File: src/rtl/arb_pkg.sv
// rtl/arb_pkg.sv - shared state/mode encodings and sizing helper for the N-way arbiter
package arb_pkg;

  typedef enum logic {
    ARB_IDLE = 1'b0,
    ARB_BUSY = 1'b1
  } arb_state_e;

  typedef enum logic {
    RR    = 1'b0,
    FIXED = 1'b1
  } arb_mode_e;

  // Index width for n items; never below 1 so single-bit selects stay legal.
  function automatic int clog2(input int n);
    int r;
    r = 1;
    while ((1 << r) < n) r++;
    return r;
  endfunction

endpackage

File: src/rtl/rr_pick.sv
// rtl/rr_pick.sv - rotating priority encoder: first set request at or after start, or lowest index when fixed
module rr_pick
  import arb_pkg::*;
#(
  parameter int NREQ = 4,
  parameter int IW   = clog2(NREQ)
) (
  input  logic [NREQ-1:0] req,
  input  logic [IW-1:0]   start,
  input  logic            fixed,
  output logic            found,
  output logic [IW-1:0]   idx
);

  logic [IW:0] k;

  // Walk from lowest to highest priority so the last hit is the winner.
  always_comb begin
    found = 1'b0;
    idx   = '0;
    k     = '0;
    for (int i = NREQ - 1; i >= 0; i--) begin
      if (fixed) begin
        k = (IW+1)'(i);
      end else begin
        k = {1'b0, start} + (IW+1)'(i);
        if (k >= (IW+1)'(NREQ)) k = k - (IW+1)'(NREQ);
      end
      if (req[k[IW-1:0]]) begin
        found = 1'b1;
        idx   = k[IW-1:0];
      end
    end
  end

endmodule

File: src/rtl/arbiter_rrn.sv
// rtl/arbiter_rrn.sv - N-requester bus arbiter with round-robin/fixed priority, owner-qualified finish and watchdog
module arbiter_rrn
  import arb_pkg::*;
#(
  parameter int NREQ    = 4,
  parameter int TIMEOUT = 0,
  parameter int TMR_W   = 16
) (
  input  logic                   clk,
  input  logic                   rst_n,
  input  logic [NREQ-1:0]        req,
  input  logic [NREQ-1:0]        finish,
  input  logic                   prio_mode,
  output logic [NREQ-1:0]        gnt,
  output logic [NREQ-1:0]        sel,
  output logic [clog2(NREQ)-1:0] owner,
  output logic                   busy,
  output logic                   timeout_err,
  output logic [clog2(NREQ)-1:0] err_id
);

  localparam int              IW       = clog2(NREQ);
  localparam logic [IW-1:0]   LAST_IDX = IW'(NREQ - 1);
  localparam logic [TMR_W-1:0] WD_LAST = TMR_W'(TIMEOUT - 1);
  localparam bit              WD_EN    = (TIMEOUT != 0);

  arb_state_e       state, state_nxt;
  logic [IW-1:0]    last;
  logic [IW-1:0]    start;
  logic [IW-1:0]    pick_idx;
  logic             pick_found;
  logic [NREQ-1:0]  pick_hot;
  logic             fixed_mode;
  logic             fin_own;
  logic             wd_fire;
  logic             rel;
  logic             ae;
  logic [TMR_W-1:0] timer;

  // Only the current owner may end its tenure; everyone else's finish is noise.
  assign fin_own    = finish[owner];
  assign wd_fire    = WD_EN && (state == ARB_BUSY) && (timer == WD_LAST) && !fin_own;
  assign rel        = (state == ARB_BUSY) && (fin_own || wd_fire);
  assign ae         = (state == ARB_IDLE) || rel;
  assign start      = (last == LAST_IDX) ? '0 : last + 1'b1;
  assign fixed_mode = (arb_mode_e'(prio_mode) == FIXED);
  assign busy       = (state == ARB_BUSY);

  rr_pick #(
    .NREQ (NREQ),
    .IW   (IW)
  ) u_pick (
    .req   (req),
    .start (start),
    .fixed (fixed_mode),
    .found (pick_found),
    .idx   (pick_idx)
  );

  always_comb begin
    pick_hot           = '0;
    pick_hot[pick_idx] = 1'b1;
  end

  always_comb begin
    state_nxt = state;
    gnt       = '0;
    if (ae) begin
      state_nxt = pick_found ? ARB_BUSY : ARB_IDLE;
      if (pick_found && rst_n) gnt = pick_hot;
    end
  end

  always_ff @(posedge clk or negedge rst_n) begin
    if (!rst_n) state <= ARB_IDLE;
    else        state <= state_nxt;
  end

  always_ff @(posedge clk or negedge rst_n) begin
    if (!rst_n) begin
      sel         <= '0;
      owner       <= '0;
      last        <= LAST_IDX;
      timer       <= '0;
      timeout_err <= 1'b0;
      err_id      <= '0;
    end else begin
      timeout_err <= wd_fire;
      if (wd_fire) err_id <= owner;
      if (ae) begin
        timer <= '0;
        if (pick_found) begin
          sel   <= pick_hot;
          owner <= pick_idx;
          last  <= pick_idx;
        end else begin
          sel <= '0;
        end
      end else if ((state == ARB_BUSY) && (timer != '1)) begin
        timer <= timer + 1'b1;
      end
    end
  end

endmodule

File: config.mk
export PLATFORM = sky130hd
export DESIGN_NAME = arbiter_rrn
export DESIGN_NICKNAME = d
export VERILOG_FILES = /design/src/rtl/arb_pkg.sv /design/src/rtl/rr_pick.sv /design/src/rtl/arbiter_rrn.sv
export SDC_FILE = /design/constraint.sdc
export NUM_CORES = 1
export LEC_CHECK = 0
export CORE_UTILIZATION = 43
export CTS_CLUSTER_DIAMETER = 30
export DETAILED_ROUTE_END_ITERATION = 7
export GPL_TIMING_DRIVEN = 0
export PLACE_DENSITY_LB_ADDON = 0.12
export SKIP_CTS_REPAIR_TIMING = 1
export SYNTH_ARGS = -nofsm -noshare
export SYNTH_HDL_FRONTEND = slang
export SYNTH_SLANG_ARGS = --single-unit
export TNS_END_PERCENT = 10
File: constraint.sdc
create_clock -name clk -period 3.3 [get_ports clk]
set_input_delay 0.66 -clock clk [delete_from_list [all_inputs] [get_ports clk]]
set_output_delay 0.66 -clock clk [all_outputs]
set_load 0.01 [all_outputs]
# --- Word level (Yosys, flattened, before mapping) ---
# Index checks and enable logic that the tools add are counted.
classes:
  addsub: 8
  order_cmp: 11
  eq_ne: 1
  muxes: 33
  bitwise_logic: 1
  n_reduce_logical: 5
op_table:
  columns: ["cell", "n"]
  rows:
  - ["$mux 2", 13]
  - ["$lt 2x3->1 const B", 6]
  - ["$mux 4", 3]
  - ["$mux 1", 11]
  - ["$bmux 1 s2", 5]
  - ["$ge 3x3->1 const B", 3]
  - ["$sub 2x1->2 const B", 4]
  - ["$add 2x2->3 const B", 2]
  - ["$add 2x1->3 const B", 1]
  - ["$ge 2x3->1 const B", 1]
  - ["$logic_and 1x1->1", 3]
  - ["$add 2x1->2 const B", 1]
  - ["$demux 1 s2", 1]
  - ["$eq 2x2->1 const B", 1]
  - ["$ge 2x1->1 const B", 1]
  - ["$reduce_and 2->1", 1]
  - ["$logic_or 1x1->1", 1]
  - ["$not 1->1", 1]
word_totals:
  ff_bits: 9
  input_bits: 11
  output_inout_bits: 14
  word_cells: 63

# --- Longest topological paths before layout ---
# Gate-level depths: netlist of run 1.
depth:
  depth_word: 18
  depth_mapped: 8
  mapped_depth_nobuf: 6

# --- By module ---
# Synthesis of run 1 repeated with hierarchy kept, for this count alone.
hier_totals:
  hier_cells: 74
  area_unflattened_um2: 738.2
modules_own_cells:
  columns: ["mod", "n_inst", "cells_per_inst", "area_each_um2", "seq_area_each_um2"]
  rows:
  - ["arbiter_rrn", 1, 49, 553.0, 227.7]
  - ["rr_pick", 1, 25, 185.2, 0.0]

# --- Worst setup path before layout of run 1 ---
# Ideal clock, no wire load.
synth_timing:
  path_type: "input to output"
  from: "in prio_mode"
  to: "out gnt[1]"
  t_arrival_ps: 2213
  required_ps: 2640
  setup_slack_ps: 427
  path_stages: 6
  n_path_buf: 1
  path_cell_list: "or4b_1 -> o211ai_2 -> nor2_1 -> or4_1 -> buf_2 -> nor2_1"
synth_between:
  elab_chain_cells: 13
  elab_cells_between_ends: 28
  cone_classes: "order compare (2); mux (24); reduce/logical (2)"
synth_lines:
  columns: ["element", "line", "rtl"]
  rows:
  - ["from (decl)", "arbiter_rrn.sv:13", "input logic prio_mode,"]
  - ["$mux 2", "rr_pick.sv:23", "if (fixed) begin"]
  - ["$bmux 1 s2", "rr_pick.sv:29", "if (req[k[IW-1:0]]) begin"]
  - ["$mux 1 (not written as such)", "rr_pick.sv:29", null]
  - ["$mux 2 (4 in series)", "rr_pick.sv:29", null]
  - ["$lt 2x3->1 (not written as such) or $ge 2x1->1 (tied branches)", "arbiter_rrn.sv:62", "pick_hot[pick_idx] = 1'b1;"]
  - ["$logic_and 1x1->1 (not written as such)", "arbiter_rrn.sv:62", null]
  - ["$mux 1 (not written as such)", "arbiter_rrn.sv:62", null]
  - ["$demux 1 s2", "arbiter_rrn.sv:62", null]
  - ["$mux 4 *", "arbiter_rrn.sv:70", "if (pick_found && rst_n) gnt = pick_hot;"]
  - ["$mux 4 *", "arbiter_rrn.sv:68", "if (ae) begin"]
  - ["to (decl)", "arbiter_rrn.sv:14", "output logic [NREQ-1:0] gnt,"]
# Every way passes the cells marked *; elsewhere a longest branch is shown, timed or not. The select of a mux whose other input is x is not followed.

# --- Worst setup path after layout of run 1 ---
layout_timing:
  from: "reg last[0]"
  to: "out gnt[1]"
layout_between:
  elab_chain_cells: 18
  elab_cells_between_ends: 46
  cone_classes: "add/sub (8); order compare (6); eq/ne (1); mux (29); reduce/logical (2)"
layout_lines:
  columns: ["element", "line", "rtl"]
  rows:
  - ["from (decl)", "arbiter_rrn.sv:28", "logic [IW-1:0] last;"]
  - ["from (signal assigned)", "arbiter_rrn.sv:95", "last <= pick_idx;"]
  - ["$add 2x1->2 or $eq 2x2->1 (tied branches)", "arbiter_rrn.sv:45", "assign start = (last == LAST_IDX) ? '0 : last + 1'b1;"]
  - ["$mux 2 *", "arbiter_rrn.sv:45", null]
  - ["$add 2x2->3", "rr_pick.sv:26", "k = {1'b0, start} + (IW+1)'(i);"]
  - ["$ge 3x3->1 or $sub 2x1->2 (tied branches)", "rr_pick.sv:27", "if (k >= (IW+1)'(NREQ)) k = k - (IW+1)'(NREQ);"]
  - ["$mux 2", "rr_pick.sv:27", null]
  - ["$mux 2", "rr_pick.sv:23", null]
  - ["$bmux 1 s2", "rr_pick.sv:29", null]
  - ["$mux 1 (not written as such)", "rr_pick.sv:29", null]
  - ["$mux 2 (4 in series)", "rr_pick.sv:29", null]
  - ["$lt 2x3->1 (not written as such) or $ge 2x1->1 (tied branches)", "arbiter_rrn.sv:62", null]
  - ["$logic_and 1x1->1 (not written as such)", "arbiter_rrn.sv:62", null]
  - ["$mux 1 (not written as such)", "arbiter_rrn.sv:62", null]
  - ["$demux 1 s2", "arbiter_rrn.sv:62", null]
  - ["$mux 4 *", "arbiter_rrn.sv:70", null]
  - ["$mux 4 *", "arbiter_rrn.sv:68", null]
# Marks and branches as above.

==> reports/metrics.cfg, run 1 <==
[worst_hold_path]
holdPathStages = 2
hold_path_class = reg2reg
hold_start = sel[3]

[worst_setup_path]
cp-start-kind = register
setup.worst_path.end_class = output port
critPathLaunch = last[0]
critical_path_class = reg2out
critPathMaxFanout = 6
worstPathArrival_ps = 2530
crit_path_max_incr_delay_ps = 540
cp_common_cell = nor2_1
slowest_stage = or4b_1
crit_chain = ha_1 > or4b_1 > o211ai_2 > nor2_1 > or4_1 > buf_6 > nor2_1 > buf_2
r2r-start = last[0]
cp.required_ps = 2640
rr_worst_depth = 7

[cells_and_area]
final_util_pct = 68.14
fin_nets = 129
area_growth_pct = 44.85
diodes = 0
final_cells = 132
drive_gt1_share_pct = 24.14

[synthesis]
synth_commonest_cells = 13 x nand2_1, 8 x nor2_1, 7 x dfrtp_1, 6 x o21ai_0, 4 x clkbuf_1
netlist_area_sq_um = 716.9
seq_area_frac_synth_pct = 31.76
yosys.area.top_type_share_pct = 24.43
synth_area_leaders = dfrtp_1 24%, dfstp_2 7.3%, nand2_1 6.8%
synth_edf_count = 0
ys.flop_type = dfrtp_1
ys_ff_latch = 9
ys_types = 38
synth_area_per_cell_sq_um = 8.147
synth_top_area_cell = dfrtp_1
async_flop_share_pct = 100.0
synth_most_common_cell = nand2_1
synthCells = 88
ys_warn_count = 0

[cts]
cts_inserted_buffers = 3
h-tree-depth = 1
tritoncts = done
cts_max_path_buffers = 2
cts.reportedPaths.clkPinSlew_ps = 70
cts_root_buf = clkbuf_4
clock-sinks = 9
clk_latency_ps = 270

[route]
drt_wl_total_um = 1817
drtPass1Iterations = 4
drt-wirelength-per-cell_um = 13.77
viasPerCell = 5.902
antenna_left = 0
drt_iter0_markers = 12
drc = 0
routed-via-count = 779

[timing]
finalClockSkew_ps = 5.841
rsz0062_at_grt = false
finalCritPeriodShare_pct = 96.57
setup_ws_ps = 113.1
finalCriticalPeriod_ps = 3187
fmax_ghz = 0.3138
tns_ps = 0
hold_viol = 0
whs_ps = 474.4
setup_viol = 0
final_max_slew_viol_count = 0

[placed_design]
io_buffers = 21
dp_hpwl_um = 1309
preCtsSetupSlack_ps = -701.0
dpl.cell_count = 127
gp_congestion = 0.8175

[power_and_ir_drop]
p_int_mw = 0.4358
p_sw_mw = 0.3229
switching_share_pct = 42.56
powerDensity_nw_per_um2 = 730.5
clkPwrFrac_pct = 11.6
p_leak_nw = 0.5171
p_seq_share_pct = 25.3
pwr-share-comb_pct = 63.1
ir_drop_mv = 0.3931

[grt]
grt_pass1_wl_um = 2987
grt_start_max_net_pins = 12
antenna_found_initial = 0
first_global_vias = 701
overflow = 0
grtUsageTotal_pct = 21.59

[die]
io_pins = 25
core_area_sq_um = 1524
placementRows = 14
die_y_um = 42.83
dieWidth_um = 42.83
initial_utilization_pct = 47.04
fp.dieArea_sq_um = 1834

[run]
drv_cap = 0

[status]
status = completed

## critical path, delay by kind of cell, from the launching register on
family                   cells  cell delay [ps]
flip-flops                   1              390
adder cells (fa/ha/maj)      1              230
AND/OR/NAND/NOR              4             1140
buffers and inverters        2              280
AO/OA/AOI/OAI                1              230
## metal layers
metal | global-route usage, % | part of all wire (%)
met3 | 8.511 | 7.2
met4 | 4.375 | 0.33
met2 | 33.33 | 48
met5 | 0 | 0
met1 | 28.53 | 45
## layout by cell type (no fill, tap or decap), drive strengths merged, types with 4 or more instances in the layout
cell	synthesis	layout
dfrtp	7	7
nor2	8	8
nand2	13	13
clkbuf	4	7
dlymetal6s2s	0	7
o21ai	8	8
clkdlybuf4s50	0	12
o211ai	4	4
buf	4	8
## flip-flops by register name, summed over array words and instances (netlist names)
register,flops
owner,2
busy,1
last,2
sel,4
## worst paths after layout
check,end,slack [ps]
worst min-delay path,sel[3],470
min in group asynchronous,busy,720
worst max register to register,sel[1],1100
max in group asynchronous,last[0],2230
worst max-delay path,gnt[1],110
worst min register to register,sel[3],470
## layout make-up
class                   instances  area (sq um)
plain buffers                   8         56.30
clock buffers                   4         26.28
fillers                       127         485.5
inverters                       3         11.26
multi-input cells              70         471.7
flip-flops and latches          9         227.7
well taps                      16         20.02
repair buffers                 22         225.2
## cell families (layout without fill, tap and decap cells)
kind of cell	Yosys count	count (layout)	share of synthesized area [%]
AO/OA/AOI/OAI	26	26	27.05
other	1	3	0.5231
multiplexers	1	1	3.141
flip-flops	9	9	31.76
AND/OR/NAND/NOR	39	39	28.27
buffers and inverters	11	37	7.503
adder cells (fa/ha/maj)	1	1	1.745
## through the flow
stage	total power [mW]	instance area [sq um]
3_3_place_gp	0.6166	954.7
6_report	0.7586	1039
3_5_place_dp	0.6265	954.7
2_1_floorplan	0.4663	724.4
4_1_cts	0.7167	980.9
5_1_grt	0.8200	1039
## power groups by stage
stage	logic [mW]	registers (mW)	clock network [mW]
2_1_floorplan	0.262	0.204	0
3_3_place_gp	0.423	0.193	0
3_5_place_dp	0.433	0.194	0
4_1_cts	0.435	0.193	0.0891
5_1_grt	0.527	0.197	0.0968
6_report	0.478	0.192	0.0882
Power figures use the tool's default switching activity.
==> run 2, diff against run 1 <==
--- a/config.mk
+++ b/config.mk
@@ -5,6 +5,7 @@
 export SDC_FILE = /design/constraint.sdc
 export NUM_CORES = 1
 export LEC_CHECK = 0
+export CAP_MARGIN = 15
 export CORE_UTILIZATION = 43
 export CTS_CLUSTER_DIAMETER = 30
 export DETAILED_ROUTE_END_ITERATION = 7
==> results of run 2 <==
The final DEF is identical to that of run 1; final timing and power are the same.
==> run 3, diff against run 2 <==
--- a/config.mk
+++ b/config.mk
@@ -5,7 +5,7 @@
 export SDC_FILE = /design/constraint.sdc
 export NUM_CORES = 1
 export LEC_CHECK = 0
-export CAP_MARGIN = 15
+export CAP_MARGIN = 20
 export CORE_UTILIZATION = 43
 export CTS_CLUSTER_DIAMETER = 30
 export DETAILED_ROUTE_END_ITERATION = 7
==> results of run 3 <==
The final DEF is identical to that of run 1; final timing and power are the same.
